## src/rtl/mu0_run_ctrl.sv

```systemverilog
// mu0_run_ctrl: sequences the MU0 core for debug. It owns the core's reset and
// clock enable, serves run/step/stop/restart requests, stops on an instruction
// address breakpoint or on Halted, and counts executed instruction fetches.
module mu0_run_ctrl #(
  parameter int ADDR_W     = 12,
  parameter int CNT_W      = 16,
  parameter int RST_CYCLES = 4
) (
  input  logic              Clk,
  input  logic              Reset,
  input  logic              Restart_req,
  input  logic              Run_req,
  input  logic              Step_req,
  input  logic              Stop_req,
  input  logic              Bp_en,
  input  logic [ADDR_W-1:0] Bp_addr,
  input  logic [ADDR_W-1:0] Cpu_addr,
  input  logic              Cpu_fetch,
  input  logic              Cpu_halted,
  output logic              Cpu_reset,
  output logic              Cpu_en,
  output logic [2:0]        State,
  output logic              Bp_hit,
  output logic [CNT_W-1:0]  Instr_count
);

  typedef enum logic [2:0] {
    S_RESET_HOLD = 3'd0,
    S_PAUSED     = 3'd1,
    S_RUN        = 3'd2,
    S_STEP       = 3'd3,
    S_HALTED     = 3'd4
  } state_t;

  localparam int               HOLD_W    = $clog2(RST_CYCLES + 1);
  localparam logic [HOLD_W-1:0] HOLD_INIT = HOLD_W'(RST_CYCLES - 1);

  state_t            state, state_nxt;
  logic [HOLD_W-1:0] hold_cnt;
  logic              bp_skip;       // suppresses the breakpoint on the first fetch after resume
  logic              step_fetched;  // the single step's fetch has been issued
  logic              bp_cond;
  logic              bp_stop;
  logic              step_done;

  // Next state and core controls; restart overrides everything but Reset
  always_comb begin
    state_nxt = state;
    Cpu_en    = 1'b0;
    Cpu_reset = 1'b0;
    bp_stop   = 1'b0;
    bp_cond   = Bp_en & Cpu_fetch & (Cpu_addr == Bp_addr) & ~bp_skip;
    step_done = step_fetched & Cpu_fetch;
    case (state)
      S_RESET_HOLD: begin
        // enable stays high so the core's synchronous reset is registered
        Cpu_reset = 1'b1;
        Cpu_en    = 1'b1;
        if (hold_cnt == '0) state_nxt = S_PAUSED;
      end
      S_PAUSED: begin
        if (Run_req)       state_nxt = S_RUN;
        else if (Step_req) state_nxt = S_STEP;
      end
      S_RUN: begin
        Cpu_en = 1'b1;
        if (Cpu_halted)    state_nxt = S_HALTED;
        else if (Stop_req) state_nxt = S_PAUSED;
        else if (bp_cond) begin
          // freeze before the matching fetch so the PC stays on the breakpoint
          Cpu_en    = 1'b0;
          bp_stop   = 1'b1;
          state_nxt = S_PAUSED;
        end
      end
      S_STEP: begin
        Cpu_en = 1'b1;
        if (Cpu_halted) state_nxt = S_HALTED;
        else if (step_done) begin
          Cpu_en    = 1'b0;
          state_nxt = S_PAUSED;
        end
      end
      S_HALTED: ;
      default: state_nxt = S_RESET_HOLD;
    endcase
    if (Restart_req) begin
      state_nxt = S_RESET_HOLD;
      bp_stop   = 1'b0;
    end
  end

  // State register
  always_ff @(posedge Clk) begin
    if (Reset) state <= S_RESET_HOLD;
    else       state <= state_nxt;
  end

  // Reset-hold countdown, reloaded on every reset or restart cycle
  always_ff @(posedge Clk) begin
    if (Reset || Restart_req)                          hold_cnt <= HOLD_INIT;
    else if (state == S_RESET_HOLD && hold_cnt != '0)  hold_cnt <= hold_cnt - 1'b1;
  end

  // Breakpoint skip and single-step fetch tracking
  always_ff @(posedge Clk) begin
    if (Reset) begin
      bp_skip      <= 1'b0;
      step_fetched <= 1'b0;
    end else begin
      if (state == S_PAUSED && (state_nxt == S_RUN || state_nxt == S_STEP))
        bp_skip <= 1'b1;
      else if ((state == S_RUN || state == S_STEP) && Cpu_en && Cpu_fetch)
        bp_skip <= 1'b0;
      step_fetched <= (state == S_STEP) & (step_fetched | (Cpu_en & Cpu_fetch));
    end
  end

  // Breakpoint-hit flag: set when a breakpoint pauses the core, cleared on exit
  always_ff @(posedge Clk) begin
    if (Reset || Restart_req)                      Bp_hit <= 1'b0;
    else if (bp_stop)                              Bp_hit <= 1'b1;
    else if (state == S_PAUSED && state_nxt != S_PAUSED) Bp_hit <= 1'b0;
  end

  // Saturating count of executed instruction fetches
  always_ff @(posedge Clk) begin
    if (Reset || Restart_req)
      Instr_count <= '0;
    else if (Cpu_en && Cpu_fetch && !Cpu_reset && !(&Instr_count))
      Instr_count <= Instr_count + 1'b1;
  end

  assign State = state;

endmodule

```

## config.mk

```make
export PLATFORM = sky130hd
export DESIGN_NAME = mu0_run_ctrl
export DESIGN_NICKNAME = d
export VERILOG_FILES = /design/src/rtl/mu0_run_ctrl.sv
export SDC_FILE = /design/constraint.sdc
export NUM_CORES = 1
export LEC_CHECK = 0
export BUFFER_PORTS_ARGS = -buffer_cell sky130_fd_sc_hd__buf_2
export CORE_ASPECT_RATIO = 0.75
export CORE_UTILIZATION = 50
export CTS_BUF_LIST = sky130_fd_sc_hd__clkbuf_8
export DETAILED_ROUTE_END_ITERATION = 8
export GPL_TIMING_DRIVEN = 0
export PLACE_DENSITY_LB_ADDON = 0.08
export SKIP_CTS_REPAIR_TIMING = 1
export SYNTH_ARGS = -nofsm -noshare
export SYNTH_HDL_FRONTEND = slang
export SYNTH_SLANG_ARGS = --single-unit
```

## constraint.sdc

```tcl
create_clock -name Clk -period 2.5 [get_ports Clk]
set_clock_uncertainty 0.05 [all_clocks]
set_input_delay 0.25 -clock Clk [delete_from_list [all_inputs] [get_ports Clk]]
set_output_delay 0.25 -clock Clk [all_outputs]
set_load 0.02 [all_outputs]
```

==> impl_summary.txt <==
----------------------------------------------------
[GRT]
  Aggregate global-route resource usage ... between 20% and 30%
  Via count of the first global-routing pass ... ~1.3k
  Pin count of the biggest net entering global routing ... 15
  Initial antenna violation count ... 0
  Global routing usage on met1 ... between 30% and 40%
  Met3 track utilization from global routing ... 5.56%
  Met2 Track Usage GR ... 36.2%
  First-pass GRT wire length ... 5990 um
  Most Crowded Layer GR ... met2
  Aggregate global routing overflow ... 0

[Floorplanning]
  Initial cell density of the core ... a little under three fifths
  Site Rows ... 16
  Die X-Extent ... around 66 um
  Placeable core area ... between 0.002 and 0.003 mm2
  Die Span Y ... 49.8 um
  Die ar. ... roughly 0.0033 mm2
  # IOs ... between 50 and 60

[Clocking]
  TritonCTS Buffers ... 3
  Clock insertion delay at the later pin of the skew report ... about 0.27 ns
  CTS H-tree depth ... 1
  Max Buffers Root-to-Sink ... 2
  Clk slew on worst S/H paths ... 0.09 ns
  TritonCTS clock tree ... yes
  Cell at the root of the clock tree ... sky130_fd_sc_hd__clkbuf_8
  Number of clock sinks ... 25

[Worst hold path]
  Hold path start ... Reset
  Hold depth ... 2
  Type of the most critical hold path ... in2reg
  Hold Path End ... step_fetched

[Timing]
  Worst setup slack after layout ... 0.283 ns
  Final critical-path required period ... ~2.2 ns
  # setup viols final ... 0
  Share of the cycle needed by the critical path after routing ... 88.7%
  Rel. slew slack ... slightly below 50%
  TNS Setup ... 0 ns
  Slew at the pin closest to its max-slew limit ... 0.755 ns
  RSZ-0062 raised after global routing ... no
  Fmax ... 451 MHz
  Count of endpoints failing hold in the final timing report ... 0
  Max-slew violation count ... 0

[Synthesis]
  Distinct cell type count after synthesis ... 45
  Netlist Area Pre-Place ... 0.00152 mm2
  Fraction of synthesized cell area taken by the top area cell type ... approximately a third
  Number of nets produced by synthesis ... between 200 and 250
  Sequential-to-total area share from yosys stat ... between 30 and 40%
  Cell count after synthesis ... between 150 and 200
  Async set-reset flop share out of synthesis ... 0%
  Main flop type after synthesis ... sky130_fd_sc_hd__dfxtp_1
  Top cells by instance count after synthesis ... sky130_fd_sc_hd__dfxtp_1 (25), sky130_fd_sc_hd__a21oi_1 (18), sky130_fd_sc_hd__nor2_1 (14), sky130_fd_sc_hd__xor2_1 (14), sky130_fd_sc_hd__or3_1 (11)
  Post-synth EDFFs ... 0
  Mean instance size in the synthesized netlist ... a little over 8 um2
  Cell type with the highest aggregate area in the netlist ... sky130_fd_sc_hd__dfxtp_1
  Synthesis warning total ... 0
  Cell with the most instances after synthesis ... sky130_fd_sc_hd__dfxtp_1
  Total of flip-flops plus latches after synthesis ... 25
  Dominant cells by area after synthesis ... sky130_fd_sc_hd__dfxtp_1 (33%), sky130_fd_sc_hd__xor2_1 (8.0%), sky130_fd_sc_hd__a21oi_1 (5.9%)

[Setup path]
  Arrival time of data at the critical path endpoint ... 2.31 ns
  Startpoint type of the worst setup path ... flip-flop
  CP endpoint kind ... flip-flop
  Worst flop-to-flop path endpoint ... Instr_count[1]
  R2r worst-path depth ... 8
  Flop-to-flop setup slack ... 0.28 ns
  Peak fanout along the critical path ... 10
  Worst flop-to-flop path startpoint ... Instr_count[1]
  Path type of the worst setup path ... reg2reg
  Required time worst endpoint ... between 2 and 3 ns

[Route]
  Routed Antenna Nets ... 0
  Total number of vias ... between 1.5k and 2k
  Remaining design rule violation count ... 0
  WL per Instance ... 12.9 um
  1st-pass router iterations ... 4
  Via-to-Cell Ratio ... approximately 5.6
  First DRT Iteration DRCs ... between 90 and 100
  Total length of routed wires ... ~3600 um

[Placement]
  Detailed-placement wirelength estimate ... roughly 2800 um
  Count of buffers inserted at the top-level ports ... 54
  Final RePlAce weighted congestion ... between 0.8 and 0.9
  Worst Setup Slack post-DPL ... roughly 0.29 ns

[Power and ir drop]
  Power per cell area ... between 300 and 400 mW/mm2
  Maximum vdd ir drop ... 0.000298 V
  Leakage component of the power ... 0.000774 uW

[Run]
  Number of max-capacitance violations reported ... 0

[Cells and area]
  Number of nets in the layout ... between 200 and 300
  Layout overhead on the synthesized area ... 23.7%
  Share of post-route cells with drive strength above 1 ... 30.5%
  Final antenna diode count ... 0

[Status]
  Outcome ... complete, no violations

----------------------------------------------------
-- report_power, final --
| group | switching [uW] | total [uW] | internal [uW] |
|---|---|---|---|
| clock network | 128 | 240 | 112 |
| registers | 1.18 | 401 | 400 |
| logic | 42.6 | 78.1 | 35.5 |
| total | 172 | 719 | 547 |
-- registers in the layout, summed over array words and instances (netlist names) --
register and cells:
State 3, hold_cnt 3, bp_skip 1, Bp_hit 1, step_fetched 1, Instr_count 16
-- area by class of cell --
cell class              instances  area [um2]
inverters                       9        33.8
well taps                      36        45.0
multi-input cells             144         957
fillers                       236         857
clock inverters                 1        5.00
repair buffers                 54         270
flip-flops and latches         25         500
clock buffers                   3        41.3
plain buffers                   7        32.5
-- worst max-delay path by stage --
stage / startpoint / slack [ns] / end
after floorplan: Instr_count[0] / 0.41 / Instr_count[1]
after global placement: Instr_count[0] / 0.27 / Instr_count[1]
after detailed placement: Instr_count[0] / 0.29 / Instr_count[1]
after CTS: Instr_count[0] / 0.28 / Instr_count[1]
after global routing: Instr_count[1] / 0.14 / Instr_count[0]
final: Instr_count[1] / 0.28 / Instr_count[1]
-- layout by cell type, fill, tap and decap left out, types with 3 or more instances in the layout --
master / instances
sky130_fd_sc_hd__buf_2: 56
sky130_fd_sc_hd__dfxtp_1: 25
sky130_fd_sc_hd__a21oi_1: 18
sky130_fd_sc_hd__nor2_1: 14
sky130_fd_sc_hd__xor2_1: 14
sky130_fd_sc_hd__or3_1: 11
sky130_fd_sc_hd__inv_1: 9
sky130_fd_sc_hd__nand2_1: 9
sky130_fd_sc_hd__o21ai_1: 7
sky130_fd_sc_hd__nor4_1: 6
sky130_fd_sc_hd__nand4_1: 6
sky130_fd_sc_hd__nand3_1: 6
sky130_fd_sc_hd__o21ai_0: 6
sky130_fd_sc_hd__nor3_1: 5
sky130_fd_sc_hd__clkbuf_1: 4
sky130_fd_sc_hd__o31ai_1: 4
sky130_fd_sc_hd__and4_1: 3
sky130_fd_sc_hd__ha_1: 3
sky130_fd_sc_hd__clkbuf_8: 3
-- metal layers --
metal  wire [um]  up-vias
met3         206        4
met5           0        -
met4          23        0
li1            -      805
met1        1850      711
met2        1530       45
-- metrics by stage --
step           cell area [um2]  cells  hold WS (ns)  util, %  power, uW
6_report                  1890    279         0.147     68.8        719
5_1_grt                   1890    279         0.164     68.8        752
4_1_cts                   1890    279         0.146     68.8        727
3_5_place_dp              1840    275         0.429     67.1        488
3_3_place_gp              1840    275         0.425     67.1        486
2_1_floorplan             1520    185         0.277        -        447
-- logic make-up (layout without fill, tap and decap cells) --
group                    after synthesis  after routing  share of synthesized area, %
AO/OA/AOI/OAI                         48             48                          20.7
flip-flops                            25             25                          32.8
buffers and inverters                 16             74                          4.35
AND/OR/NAND/NOR                       76             76                          29.7
adder cells (fa/ha/maj)                3              3                          2.46
multiplexers                           2              2                          1.31
XOR/XNOR                              15             15                          8.62
-- worst max-delay path, cell delays in order (launching register included) --
cell and delay [ns]:
sky130_fd_sc_hd__dfxtp_1 0.42, sky130_fd_sc_hd__ha_1 0.22, sky130_fd_sc_hd__nand3_2 0.14, sky130_fd_sc_hd__nor3_4 0.30, sky130_fd_sc_hd__a211oi_2 0.12, sky130_fd_sc_hd__a21oi_2 0.34
sky130_fd_sc_hd__buf_4 0.26, sky130_fd_sc_hd__mux2i_1 0.19, sky130_fd_sc_hd__nor2_1 0.05
(Power assumes the default switching activity.)
